==> src/rtl/reg_file_nrp.sv <==
// reg_file_nrp: DEPTH x WIDTH register file with prioritized clear, parallel
// load and masked single-register write. Each register has a dirty flag.
// The file has NRP combinational read ports. Each port can optionally show
// the value its register will hold after the next clock edge.
module reg_file_nrp #(
  parameter int WIDTH  = 16,
  parameter int DEPTH  = 4,
  parameter int NRP    = 2,
  parameter int BYPASS = 1,
  localparam int AW    = (DEPTH > 1) ? $clog2(DEPTH) : 1
) (
  input  logic                     clock,
  input  logic                     reset,
  input  logic                     clr_en,
  input  logic                     load_en,
  input  logic [DEPTH*WIDTH-1:0]   load_data,
  input  logic                     wr_en,
  input  logic [AW-1:0]            wr_addr,
  input  logic [WIDTH-1:0]         wr_data,
  input  logic [WIDTH-1:0]         wr_mask,
  input  logic [NRP*AW-1:0]        rd_addr,
  output logic [NRP*WIDTH-1:0]     rd_data,
  input  logic [DEPTH-1:0]         dirty_clr,
  output logic [DEPTH-1:0]         dirty
);

  // One extra bit lets an address be compared against DEPTH itself.
  // This matters when DEPTH is a power of two.
  localparam logic [AW:0] DEPTH_W = (AW+1)'(DEPTH);

  logic [WIDTH-1:0] regs_q [DEPTH];
  logic [WIDTH-1:0] regs_d [DEPTH];
  logic [DEPTH-1:0] dirty_q;
  logic [DEPTH-1:0] dirty_d;

  logic wr_ok;
  logic mask_any;

  // A write only counts when no higher-priority command is active and the
  // address names a real register.
  always_comb begin
    wr_ok    = wr_en && !clr_en && !load_en && ({1'b0, wr_addr} < DEPTH_W);
    mask_any = |wr_mask;
  end

  genvar gi;
  generate
    for (gi = 0; gi < DEPTH; gi++) begin : g_reg
      localparam logic [AW-1:0] IDX = AW'(gi);
      logic [WIDTH-1:0] reg_nx;
      logic             dirty_nx;

      // Next value of this register and its dirty flag.
      // Priority is clear, then load, then write.
      // A write that sets the flag overrides a dirty_clr on the same edge.
      always_comb begin
        reg_nx   = regs_q[gi];
        dirty_nx = dirty_q[gi] & ~dirty_clr[gi];
        if (clr_en) begin
          reg_nx   = '0;
          dirty_nx = 1'b0;
        end else if (load_en) begin
          reg_nx   = load_data[(DEPTH-1-gi)*WIDTH +: WIDTH];
          dirty_nx = 1'b0;
        end else if (wr_ok && (wr_addr == IDX)) begin
          reg_nx = (regs_q[gi] & ~wr_mask) | (wr_data & wr_mask);
          if (mask_any) begin
            dirty_nx = 1'b1;
          end
        end
      end

      assign regs_d[gi]  = reg_nx;
      assign dirty_d[gi] = dirty_nx;
    end
  endgenerate

  // State registers. Reset clears everything immediately.
  // Any command pending at that moment is lost.
  always_ff @(posedge clock or posedge reset) begin
    if (reset) begin
      for (int i = 0; i < DEPTH; i++) begin
        regs_q[i] <= '0;
      end
      dirty_q <= '0;
    end else begin
      for (int i = 0; i < DEPTH; i++) begin
        regs_q[i] <= regs_d[i];
      end
      dirty_q <= dirty_d;
    end
  end

  generate
    for (gi = 0; gi < NRP; gi++) begin : g_rd
      logic [AW-1:0]    ra;
      logic [WIDTH-1:0] rv;

      assign ra = rd_addr[gi*AW +: AW];

      // Combinational read. An out-of-range address reads 0.
      // So does any read while reset is held.
      // In bypass mode the port shows the value this register will hold
      // after the next edge.
      always_comb begin
        rv = '0;
        if (!reset && ({1'b0, ra} < DEPTH_W)) begin
          if (BYPASS != 0) begin
            rv = regs_d[ra];
          end else begin
            rv = regs_q[ra];
          end
        end
      end

      assign rd_data[gi*WIDTH +: WIDTH] = rv;
    end
  endgenerate

  assign dirty = dirty_q;

endmodule

==> config.mk <==
export PLATFORM = sky130hd
export DESIGN_NAME = reg_file_nrp
export DESIGN_NICKNAME = d
export VERILOG_FILES = /design/src/rtl/reg_file_nrp.sv
export SDC_FILE = /design/constraint.sdc
export NUM_CORES = 1
export LEC_CHECK = 0
export CAP_MARGIN = 20
export CORE_ASPECT_RATIO = 0.7
export CORE_MARGIN = 2
export CORE_UTILIZATION = 44
export CTS_BUF_LIST = sky130_fd_sc_hd__clkbuf_8 sky130_fd_sc_hd__clkbuf_16
export DETAILED_ROUTE_END_ITERATION = 6
export HOLD_SLACK_MARGIN = 0.12
export MAX_ROUTING_LAYER = met4
export PLACE_DENSITY_LB_ADDON = 0.12
export RECOVER_POWER = 100
export SYNTH_ARGS = -nofsm -noshare
export SYNTH_HDL_FRONTEND = slang
export SYNTH_SLANG_ARGS = --single-unit
==> constraint.sdc <==
create_clock -name clock -period 5 [get_ports clock]
set_input_delay 1 -clock clock [delete_from_list [all_inputs] [get_ports clock]]
set_output_delay 1 -clock clock [all_outputs]
set_load 0.05 [all_outputs]
==> results of run 1 <==
## flip-flops by register name (all words and copies together) (netlist names)
signal  count
regs_q     64
dirty       4
## final cells by class
class	instances	area, um2	share of cell area
Sequential cell	68	1700	0.246
Tap cell	157	196	0.0284
Clock inverter	4	17.5	0.00254
Inverter	29	110	0.0159
Clock buffer	11	253	0.0366
Multi-Input combinational cell	476	3110	0.450
Timing Repair Buffer	169	1520	0.220
## metrics by stage
stage          worst slack (ns)  instance area (um2)
4_1_cts                   0.384                 7010
2_1_floorplan             0.969                 5180
5_1_grt                  0.0862                 6910
3_3_place_gp              0.416                 6740
3_5_place_dp              0.411                 6740
6_report                  0.163                 6910
## Yosys cell counts, types with 12 or more instances
cell type	number	area, um2
sky130_fd_sc_hd__a31oi_1	24	150
sky130_fd_sc_hd__nor2b_1	25	156
sky130_fd_sc_hd__nor3_1	21	105
sky130_fd_sc_hd__clkbuf_1	18	67.6
sky130_fd_sc_hd__a21oi_1	23	115
sky130_fd_sc_hd__nand2_1	78	293
sky130_fd_sc_hd__a211oi_1	13	97.6
sky130_fd_sc_hd__o21ai_0	16	80.1
sky130_fd_sc_hd__inv_1	27	101
sky130_fd_sc_hd__dfrtp_1	68	1700
sky130_fd_sc_hd__o31ai_1	14	105
sky130_fd_sc_hd__mux2i_1	14	140
sky130_fd_sc_hd__nand2b_1	14	87.6
sky130_fd_sc_hd__buf_2	17	85.1
sky130_fd_sc_hd__o2111ai_1	12	105
sky130_fd_sc_hd__nor2_1	52	195
sky130_fd_sc_hd__o22ai_1	12	75.1
## cells by family after synthesis
kind of cell / count (synthesis) / synth area share
AND/OR/NAND/NOR: 264 / 0.289
AO/OA/AOI/OAI: 190 / 0.272
buffers and inverters: 75 / 0.0665
flip-flops: 68 / 0.329
multiplexers: 22 / 0.0445
## routing by layer
layer | up-vias | GRT usage | wire [um]
met4 | 0 | 0.0904 | 435
met3 | 48 | 0.0923 | 2270
met2 | 388 | 0.470 | 8460
met5 | - | - | 0
li1 | 2595 | - | -
met1 | 2729 | 0.477 | 9220
## worst max-delay path: stages
cell and delay, ns:
sky130_fd_sc_hd__dlygate4sd3_1 0.78, sky130_fd_sc_hd__buf_4 0.24, sky130_fd_sc_hd__or4b_1 0.78, sky130_fd_sc_hd__o31a_1 0.43, sky130_fd_sc_hd__a22oi_1 0.17, sky130_fd_sc_hd__o221ai_1 0.15
sky130_fd_sc_hd__clkbuf_2 0.28
## worst paths after layout
kind	start	depth (start not counted)	endpoint	slack (ns)
setup / recovery	wr_addr[0]	7	rd_data[14]	0.16
hold / removal	dirty[1]	2	dirty[1]	0.56
setup reg to reg	regs_q[54]	4	regs_q[54]	3.64
hold reg to reg	dirty[1]	2	dirty[1]	0.56
max in group asynchronous	reset	3	regs_q[4]	1.19
min in group asynchronous	reset	2	regs_q[16]	1.19
## power by group through the flow
stage / clock [W] / combinational, W / sequential [W]
finish: 0.000594 / 0.000463 / 0.000594
global route: 0.000621 / 0.000494 / 0.000597
CTS: 0.000596 / 0.000467 / 0.000594
detailed placement: 0 / 0.000464 / 0.000603
global placement: 0 / 0.000459 / 0.000602
floorplan: 0 / 0.000264 / 0.000601
==> key figures, run 1 <==
Outcome
  – Run status: finished, violations left
  – Failing checks: max-capacitance violations, max-slew violations

STA
  – Worst clock skew on the final layout: 0 ns
  – Final count of negative-setup-slack endpoints: 0
  – Slew Viols, Final: 42
  – Transition time at the pin with the least slew margin: between 2 and 2.5 ns
  – Final worst path period need: just under 5 ns
  – Final hold violation count: 0
  – Sum of negative setup slack: 0 ns
  – Achievable clock frequency: 0.207 GHz
  – Setup repair after global routing missed its margin: false
  – Worst slew margin: -0.604
  – Worst hold slack: 0.558 ns
  – Period utilisation layout: 0.967

Power and ir drop
  – Cell-internal power: between 0.001 and 0.0015 W
  – Total power: 0.00165 W
  – Pwr per Cell Area: about 240 nW/um2
  – Switching share of power: 0.320
  – Sequential share of power: 0.360
  – Switching power: around 0.00053 W
  – Clock network fraction of total power: 0.360
  – Gate power share: 0.280
  – Leakage component of the power: ~2.9 nW
  – Peak ir drop on the vdd network: 0.162 mV

Final layout
  – Fraction of layout instances using a drive strength above 1: 0.135
  – Number of non-filler instances in the completed layout: 914
  – Most common cell after layout, fill and taps aside: sky130_fd_sc_hd__clkdlybuf4s50_1
  – Final core utilization: 0.595
  – Filler Cells Inserted: roughly 1100
  – Count of inserted antenna diode cells: 0
  – Synth-to-Final Area Change: 33.5%
  – Commonest cells after routing, fill and taps aside: sky130_fd_sc_hd__clkdlybuf4s50_1 (103), sky130_fd_sc_hd__nand2_1 (78), sky130_fd_sc_hd__dfrtp_1 (68)
  – Final net count: between 800 and 900

Logic synthesis
  – Number of flops mapped to enable cells by yosys: 0
  – Number of synthesized register bits: 68
  – Portion of the post-synthesis area used by sequential elements: 0.329
  – Count of cell types in the netlist: 62
  – Async set-or-reset flop fraction in the synthesized netlist: 1.00
  – Average size of a mapped cell: between 8 and 9 um2
  – Synthesized netlist cell count: 619
  – Synthesized area: about 5200 um2
  – Ys Warns: 0
  – Synth Net Count: 730
  – Dominant synthesized flop cell: sky130_fd_sc_hd__dfrtp_1

GRT
  – Remaining global-route overflow: 0
  – First-pass GRT wire length: around 31000 um
  – Initial antenna violation count: 0
  – Via count of the first global-routing pass: about 5600
  – Largest net degree at the start of global routing: approximately 70
  – Total routing resource utilization after global routing: 0.336

Job
  – Number of maximum-capacitance constraint violations: 1

Clock network
  – TritonCTS clock tree: yes
  – Num Clock Sinks: 68
  – Post-cts sizing count: 0
  – Max Root-Sink Buffers: 2
  – Clock transition time at the flip-flop clock pins of the worst setup and hold paths: about 0.050 ns
  – H-tree Lvls: 3
  – Skew-Pair Late Insertion Delay: approximately 0.33 ns
  – Number of buffers inserted during clock tree synthesis: 9
  – Buffer type at the clock tree root: sky130_fd_sc_hd__clkbuf_16
  – CTS hold repair buffers: 0
  – Post-CTS setup buffer count: 0

Floorplan
  – Number of rows created at floorplan: 33
  – Width of the die: between 100 and 150 um
  – Area of the core: 11600 um2
  – Overall die height: ~95 um
  – # IOs: approximately 150
  – Effective utilization at floorplan: 0.446
  – Overall die area: ~13000 um2

Worst hold path
  – Type of the most critical hold path: register to register

Detailed routing
  – TritonRoute pass-1 iters: 7
  – Remaining antenna violation count after routing: 0
  – Final wirelength: 20400 um
  – Avg Vias per Cell: ~6.3
  – Number of DRC violations after detailed routing: 0
  – Via total after detailed routing: 5760
  – Drt initial violations: 691
  – WL/cell: 22.3 um

Worst setup path
  – Largest fanout on the critical path: 14
  – Arrival time of data at the critical path endpoint: roughly 3.8 ns
  – CP endpoint kind: output pin
  – Data required time of the critical path: about 4.0 ns
  – Startpoint type of the worst setup path: input pin
  – Crit Path Category: input pin to output pin

Placed design
  – Estimated wirelength of the detail-placed design: between 10000 and 15000 um
  – Input/output buffers: roughly 150
  – Placer Congestion: roughly 0.94
  – # placed instances: 899
(Power assumes the default switching activity.)
==> run 2, diff against run 1 <==
- CTS_CLUSTER_SIZE: not set -> 24
- PLACE_DENSITY: not set -> 0.78
- PLACE_DENSITY_LB_ADDON: 0.12 -> not set
==> run 2 against run 1 <==
The flow still finishes with violations (max-capacitance violations, max-slew violations). Combinational power is 2% lower. Routed wire length down 3.4%. Critical path type unchanged. Die area stayed put. Largest cell class unchanged. First-iteration DRC count decreased by 1.2%. Via count increased by 1.1%. Setup slack got worse by 0.016 ns. Register-to-register slack gained 0.09 ns.
==> key figures, run 2 (same netlist as run 1, synthesis figures left out) <==
Worst setup path
  – Arrival time of data at the critical path endpoint: just under 4 ns
  – Data required time of the critical path: ~4.0 ns
  – CP endpoint kind: output pin
  – Crit Path Category: input pin to output pin
  – Startpoint type of the worst setup path: input pin
  – Largest fanout on the critical path: 11

Clock network
  – Skew-Pair Late Insertion Delay: 0.33 ns
  – Post-CTS setup buffer count: 0
  – Num Clock Sinks: a little under 70
  – Buffer type at the clock tree root: sky130_fd_sc_hd__clkbuf_16
  – CTS hold repair buffers: 0
  – Number of buffers inserted during clock tree synthesis: 9
  – Clock transition time at the flip-flop clock pins of the worst setup and hold paths: about 0.050 ns
  – TritonCTS clock tree: yes
  – Max Root-Sink Buffers: 2
  – Post-cts sizing count: 0
  – H-tree Lvls: 3

Power and ir drop
  – Cell-internal power: roughly 0.0012 W
  – Sequential share of power: 0.349
  – Pwr per Cell Area: ~250 nW/um2
  – Switching share of power: 0.310
  – Leakage component of the power: just under 3 nW
  – Switching power: around 0.00053 W
  – Gate power share: 0.267
  – Peak ir drop on the vdd network: 0.159 mV
  – Clock network fraction of total power: 0.384

Detailed routing
  – Via total after detailed routing: about 5800
  – TritonRoute pass-1 iters: 6
  – Number of DRC violations after detailed routing: 0
  – Drt initial violations: about 680
  – Avg Vias per Cell: between 6 and 7
  – Final wirelength: 19700 um
  – WL/cell: about 22 um
  – Remaining antenna violation count after routing: 0

STA
  – Setup repair after global routing missed its margin: false
  – Achievable clock frequency: just over 0.2 GHz
  – Transition time at the pin with the least slew margin: ~2.7 ns
  – Final count of negative-setup-slack endpoints: 0
  – Sum of negative setup slack: 0 ns
  – Slew Viols, Final: 46
  – Final worst path period need: 4.85 ns
  – Period utilisation layout: 0.971
  – Worst clock skew on the final layout: 0 ns
  – Final hold violation count: 0
  – Worst slew margin: -0.768

Final layout
  – Filler Cells Inserted: about 1100
  – Final net count: 861
  – Largest Register: regs_q
  – Fraction of layout instances using a drive strength above 1: 0.134
  – Max FFs per register: 64
  – Commonest cells after routing, fill and taps aside: sky130_fd_sc_hd__clkdlybuf4s50_1 (103), sky130_fd_sc_hd__nand2_1 (78), sky130_fd_sc_hd__dfrtp_1 (68)
  – Final instance area: around 7000 um2
  – Synth-to-Final Area Change: 32.9%
  – Count of inserted antenna diode cells: 0
  – Most common cell after layout, fill and taps aside: sky130_fd_sc_hd__clkdlybuf4s50_1

Placed design
  – Estimated wirelength of the detail-placed design: roughly 14000 um
  – Input/output buffers: 146
  – Dpl cell area: 6700 um2
  – Placer Congestion: 0.941

Floorplan
  – Overall die height: roughly 95 um
  – Width of the die: 134 um
  – Area of the core: between 10000 and 15000 um2
  – Number of rows created at floorplan: 33
  – # IOs: about 150
  – Effective utilization at floorplan: 0.446
  – Overall die area: around 13000 um2

GRT
  – Total routing resource utilization after global routing: 0.325
  – Remaining global-route overflow: 0
  – Largest net degree at the start of global routing: 57
  – Via count of the first global-routing pass: 5500
  – Initial antenna violation count: 0
  – First-pass GRT wire length: roughly 31000 um

Outcome
  – Run status: finished, violations left
  – Failing checks: max-capacitance violations, max-slew violations

Worst hold path
  – Type of the most critical hold path: register to register

Job
  – Number of maximum-capacitance constraint violations: 1
run 2: cell types whose count changed in the layout (fill, tap and decap cells not counted), sizes merged:
cell      delta
clkbuf       +2
buf          -5
clkinvlp     +1
bufinv       +1
inv          -1
run 2: cell type report:
class / instances / area (um2) / area share
inverters: 29 / 110 / 0.0160
flip-flops and latches: 68 / 1700 / 0.247
clock buffers: 11 / 253 / 0.0367
clock inverters: 5 / 51.3 / 0.00745
multi-input cells: 476 / 3100 / 0.450
repair buffers: 166 / 1470 / 0.214
well taps: 157 / 196 / 0.0285
run 2: power groups by stage:
stage               clock network (W)  logic (W)  registers, W
CTS                          0.000655   0.000460      0.000593
global placement                    0   0.000453      0.000602
detailed placement                  0   0.000458      0.000603
global route                 0.000682   0.000485      0.000597
floorplan                           0   0.000264      0.000601
finish                       0.000652   0.000455      0.000594
run 2: metrics by stage:
stage / setup WS, ns / instances / total power (W) / hold WS (ns) / utilization
finish: 0.146 / 912 / 0.00170 / 0.557 / 0.593
global route: 0.0900 / 912 / 0.00176 / 0.614 / 0.593
CTS: 0.428 / 912 / 0.00171 / 0.556 / 0.604
detailed placement: 0.418 / 896 / 0.00106 / 0.538 / 0.577
global placement: 0.548 / 896 / 0.00105 / 0.541 / 0.577
floorplan: 0.969 / 619 / 0.000865 / 0.510 / -
run 2: path summary, 6_finish.rpt:
path / startpoint / endpoint / slack, ns / depth (start not counted)
worst max-delay path: wr_en / rd_data[27] / 0.15 / 8
worst min-delay path: dirty[1] / dirty[1] / 0.56 / 2
worst max register to register: regs_q[12] / regs_q[12] / 3.73 / 2
worst min register to register: dirty[1] / dirty[1] / 0.56 / 2
max in group asynchronous: reset / regs_q[5] / 0.90 / 3
min in group asynchronous: reset / regs_q[0] / 1.22 / 2
run 2: critical path: stages:
cell	delay [ns]
sky130_fd_sc_hd__dlygate4sd3_1	0.84
sky130_fd_sc_hd__or3b_2	0.56
sky130_fd_sc_hd__nor2_1	0.34
sky130_fd_sc_hd__clkbuf_1	0.41
sky130_fd_sc_hd__a21oi_1	0.23
sky130_fd_sc_hd__nand2_1	0.11
sky130_fd_sc_hd__o2111ai_1	0.10
sky130_fd_sc_hd__clkbuf_2	0.27
run 2: per-layer routing:
layer  track usage  vias to the layer above  routed length (um)
met2         0.449                      422                8210
met5             -                        -                   0
met1         0.470                     2758                8720
met3        0.0703                       53                2320
met4         0.103                        0                 431
li1              -                     2588                   -
==> run 3, diff against run 2 <==
- CORE_MARGIN: 2 -> not set
- PLACE_DENSITY: 0.78 -> 0.83
==> run 3 against run 2 <==
The flow still finishes with violations (max-capacitance violations, max-slew violations). Combinational power hardly changed. Global-route usage is 1.9 points higher. Clock skew stayed put. Critical endpoint unchanged. Sequential share of layout area is 0.38 points higher. Final cell count is 0.88% lower. Critical path depth stayed put. Design area is 1.5% lower. Critical path type unchanged. Sequential cell count stayed put. Largest power group is now registers. Clock power is 14% lower. Routed wire length is 1.6% higher.
==> key figures, run 3 (same netlist as run 1, synthesis figures left out) <==
Power and ir drop
  – Leakage component of the power: between 2 and 3 nW
  – Pwr per Cell Area: approximately 240 nW/um2
  – Peak ir drop on the vdd network: between 0.15 and 0.2 mV

GRT
  – First-pass GRT wire length: around 31000 um
  – Remaining global-route overflow: 0
  – Initial antenna violation count: 1
  – Total routing resource utilization after global routing: 0.344
  – Via count of the first global-routing pass: 5606
  – Largest net degree at the start of global routing: 50

Clock network
  – Buffer type at the clock tree root: sky130_fd_sc_hd__clkbuf_16
  – Num Clock Sinks: between 60 and 70
  – TritonCTS clock tree: yes
  – H-tree Lvls: 3
  – CTS hold repair buffers: 0
  – Clock transition time at the flip-flop clock pins of the worst setup and hold paths: 0.05 ns
  – Post-CTS setup buffer count: 0
  – Max Root-Sink Buffers: 2
  – Skew-Pair Late Insertion Delay: 0.34 ns
  – Post-cts sizing count: 0
  – Number of buffers inserted during clock tree synthesis: 9

Final layout
  – Most common cell after layout, fill and taps aside: sky130_fd_sc_hd__clkdlybuf4s50_1
  – Fraction of layout instances using a drive strength above 1: 0.121
  – Largest Register: regs_q
  – Final instance area: a little under 7000 um2
  – Final net count: roughly 860
  – Commonest cells after routing, fill and taps aside: sky130_fd_sc_hd__clkdlybuf4s50_1 (104), sky130_fd_sc_hd__nand2_1 (78), sky130_fd_sc_hd__dfrtp_1 (68)
  – Max FFs per register: between 60 and 70
  – Synth-to-Final Area Change: 30.9%

Floorplan
  – Number of rows created at floorplan: 32
  – Effective utilization at floorplan: 0.462
  – Area of the core: between 10000 and 15000 um2
  – # IOs: around 150
  – Width of the die: about 130 um
  – Overall die area: 12200 um2
  – Overall die height: approximately 93 um

STA
  – Achievable clock frequency: 0.206 GHz
  – Sum of negative setup slack: 0 ns
  – Setup repair after global routing missed its margin: false
  – Final count of negative-setup-slack endpoints: 0
  – Worst clock skew on the final layout: 0 ns
  – Slew Viols, Final: 41
  – Worst slew margin: -0.603
  – Worst setup slack after layout: between 0.1 and 0.15 ns
  – Transition time at the pin with the least slew margin: between 2 and 2.5 ns
  – Final hold violation count: 0
  – Final worst path period need: ~4.9 ns
  – Period utilisation layout: 0.972

Placed design
  – Dpl cell area: ~6700 um2
  – Worst setup slack after placement: between 0.4 and 0.5 ns
  – Estimated wirelength of the detail-placed design: ~14000 um
  – Input/output buffers: between 100 and 150
  – Placer Congestion: 0.930

Worst setup path
  – R2r setup slk: ~3.6 ns
  – Depth of the worst register-to-register path: 2
  – Crit Path Category: input pin to output pin
  – Critical Path Slowest Stage Cell: sky130_fd_sc_hd__dlygate4sd3_1
  – Startpoint type of the worst setup path: input pin
  – Arrival time of data at the critical path endpoint: just under 4 ns
  – Largest stage delay, worst path: around 0.74 ns
  – Endpoint of the lowest-slack register-to-register path: regs_q[12]
  – Data required time of the critical path: about 4.0 ns
  – CP endpoint kind: output pin
  – Sequence of cells on the critical path: dlygate4sd3_1 -> or3b_2 -> nor2_1 -> clkbuf_1 -> a21oi_1 -> nand2_1 -> o2111ai_1 -> clkbuf_2
  – Source of the worst register-to-register timing path: regs_q[12]
  – Largest fanout on the critical path: 16

Detailed routing
  – Met2 Wirelength: between 8000 and 9000 um
  – WL/cell: about 22 um
  – Top metal layer carrying routed signals: met4
  – Drt initial violations: about 960
  – Met1 layer wirelength in the final routing: 8210 um
  – Avg Vias per Cell: between 6 and 7
  – TritonRoute pass-1 iters: 6
  – Met3 wire length: between 2000 and 3000 um
  – Final wirelength: roughly 20000 um
  – Remaining antenna violation count after routing: 0
  – Number of DRC violations after detailed routing: 0
  – Via total after detailed routing: a little under 6000

Outcome
  – Run status: finished, violations left
  – Failing checks: max-capacitance violations, max-slew violations

Worst hold path
  – Beginning of the worst hold path: dirty[1]
  – Number of cells traversed by the worst hold path: 2
  – Min-Delay Endpoint: dirty[1]
  – Type of the most critical hold path: register to register

Job
  – Number of maximum-capacitance constraint violations: 1
[run 3: layer usage]
metal  up-vias  GRT usage
met5         -          -
met4         0      0.118
met3        60      0.128
met2       461      0.486
met1      2751      0.448
li1       2569          -
[run 3: critical path: cells and delay by family]
kind	cells	cell delay (ns)
buffers and inverters	3	1.47
and+or+nand+nor	3	1.05
AOI/OAI and AO/OA	2	0.33
[run 3: where the power goes]
part / switching [W] / internal, W
clock network: 0.000240 / 0.000323
logic: 0.000275 / 0.000180
registers: 0.0000113 / 0.000583
[run 3: final cells by class]
cell class | count | area, um2
Timing Repair Buffer | 164 | 1450
Clock inverter | 4 | 21.3
Fill cell | 1020 | 4430
Tap cell | 153 | 191
Clock buffer | 9 | 225
Inverter | 29 | 110
Antenna cell | 1 | 2.50
Sequential cell | 68 | 1700
Multi-Input combinational cell | 476 | 3070
[run 3: worst max-delay path by stage]
stage / depth (start not counted) / from / to
after floorplan: 5 / reset / rd_data[20]
after global placement: 7 / wr_addr[1] / rd_data[23]
after detailed placement: 8 / wr_addr[1] / rd_data[23]
after CTS: 8 / wr_addr[1] / rd_data[23]
after global routing: 8 / wr_addr[1] / rd_data[1]
final: 8 / wr_addr[1] / rd_data[27]
[run 3: metrics by stage]
step	power (W)	utilization	hold slack, ns	instances
after floorplan	0.000865	-	0.510	619
after global placement	0.00105	0.595	0.536	890
after detailed placement	0.00106	0.595	0.552	890
after CTS	0.00162	0.617	0.576	903
after global routing	0.00167	0.605	0.606	904
final	0.00161	0.605	0.570	904
==> RTL edit: new RTL, flow settings as in run 1 <==
`WIDTH`: 16 -> 12.
--- a/src/rtl/reg_file_nrp.sv
+++ b/src/rtl/reg_file_nrp.sv
@@ -3,7 +3,7 @@
 // The file has NRP combinational read ports. Each port can optionally show
 // the value its register will hold after the next clock edge.
 module reg_file_nrp #(
-  parameter int WIDTH  = 16,
+  parameter int WIDTH  = 12,
   parameter int DEPTH  = 4,
   parameter int NRP    = 2,
   parameter int BYPASS = 1,
Ports: changed (resized load_data, rd_data, wr_data and wr_mask); port bits go from 147 to 115. No check against the original RTL was run, so the function may have changed too.
==> RTL edit against run 1 <==
The flow still finishes with violations (capacitance limit, slew limit). Combinational power down 20%. Power is 28% lower. Area after synthesis decreased by 21%. Die area is 20% lower. Clock skew is the same. Setup slack better by 0.10 ns. Via count decreased by 16%. Non-clock buffer count fell by 48. Design area is 21% lower. Clock power is 39% lower. Hold slack gained 0.0063 ns. Wire length decreased by 27%. Sequential cell count down 16. Critical path type unchanged.
==> RTL edit: results (changes against run 1) <==
pwr:
  vdd_drop_max_mv: 0.136  # -16%
  leakagePower_nw: 2.06  # -30%
logic_synthesis:
  synth_cell_types: 34  # -45%
  yosys-top-cells-count: "o21ai_0, nor3_1, nor2_1, dfrtp_1, o21a_1"
  synthTopCellsByArea: "dfrtp_1, o21ai_0, nor3_1"
  ys.flop_type: "dfrtp_1"
  ys_seq_area_share_pct: 31.8  # -1.1 points
  syn_nets: 651  # -11%
status:
  violations: "capacitance limit, slew limit"
  status: "finished with violations"
sta:
  slew-limit-headroom_pct: -71.0  # -11 points
  slew_viol_final: 43  # +2.4%
  whs_ns: 0.564  # +0.00634 ns
place:
  portBuffers: 114  # -22%
  place_congestion: 0.827  # -12%
  place_hpwl_um: 10000  # -32%
  preCtsSetupSlack_ns: 0.533  # +0.121 ns
  placed_area_sq_um: 5480  # -19%
critical_path:
  cp_slowest_cell: "or4b_1"
  timing.rr.end: "regs_q[30]$_DFF_PP0_"
  worstPathArrival_ns: 3.73  # -0.11 ns
  reg2reg_slack_ns: 4.01  # +0.37 ns
  critPathMaxFanout: 22  # +8
  reg2regPathDepth: 3  # -1
  timing.rr.start: "regs_q[30]$_DFF_PP0_"
finish:
  finalNetCount: 737  # -15%
  largest_register_ffs: 48  # -25%
  drive_above_1_share_pct: 5.53  # -7.9 points
detailed_routing:
  vias: 4811  # -16%
  drt_iter0_drc: 535  # -23%
  wl_met3_um: 1460  # -35%
  firstDrtPassIters: 5  # -2
  drt-met1-wl_um: 6560  # -29%
  wl_per_cell_um: 19.1  # -14%
  dr_wl_met2_um: 6560  # -23%
clock_network:
  cts_buffers: 5  # -4
  cts_htree_levels: 2  # -1
  root_buffer: "clkbuf_16"
  clk_pin_slew_ns: 0.07  # +0.02 ns
  clock_latency_ns: 0.30  # -0.03 ns
worst_hold_path:
  hold_start: "dirty[0]$_DFF_PP0_"
  hold_end: "dirty[0]$_DFF_PP0_"
global_routing:
  grt_pass1_wl_um: 23700  # -24%
  grt_use_total_pct: 30.4  # -3.3 points
  grt_max_degree: 86  # +26%
  first_global_vias: 4561  # -18%
run:
  drv_cap: 1  # unchanged
RTL edit: power breakdown:
part           internal (mW)  switching [mW]
clock network          0.198           0.167
registers              0.446         0.00813
logic                  0.152           0.217
total                  0.797           0.393
RTL edit: layout make-up:
class                           instances  area, sq um
Fill cell                             815         3590
Multi-Input combinational cell        462         2550
Sequential cell                        52         1300
Timing Repair Buffer                  121         1260
Tap cell                              124          155
Clock buffer                            6          139
Inverter                                8         30.0
Clock inverter                          2         10.0
RTL edit: cell families (layout without fill, tap and decap cells):
logic type             Yosys count  in the layout  synth area share, %
DFF                             52             52                 31.8
AOI/OAI and AO/OA              206            206                 31.0
and+or+nand+nor                256            256                 31.7
buffers and inverters           50            137                 5.41
RTL edit: worst max-delay path by stage:
stage / startpoint / to / slack (ns) / cells past startpoint
3_3_place_gp: load_en / rd_data[11] / 0.60 / 7
2_1_floorplan: load_en / rd_data[11] / 1.08 / 6
3_5_place_dp: wr_addr[1] / rd_data[19] / 0.53 / 6
6_report: load_en / rd_data[2] / 0.27 / 6
4_1_cts: wr_addr[1] / rd_data[19] / 0.51 / 6
5_1_grt: load_en / rd_data[16] / 0.20 / 6
RTL edit: worst register-to-register path, cell delays in order, from the launching register on:
cell	delay, ns
dfrtp_1	0.38
o21a_1	0.10
o22ai_1	0.27
nor2_1	0.08
RTL edit: stage by stage:
stage	util, %	std cells
2_1_floorplan	-	564
3_3_place_gp	60.7	767
3_5_place_dp	60.7	767
4_1_cts	62.3	775
5_1_grt	60.3	775
6_report	60.3	775
RTL edit: metal layers:
metal / global-route usage [%] / vias to the layer above
li1: - / 2241
met1: 41.9 / 2264
met2: 45.1 / 272
met3: 6.25 / 34
met4: 8.77 / 0
met5: - / -
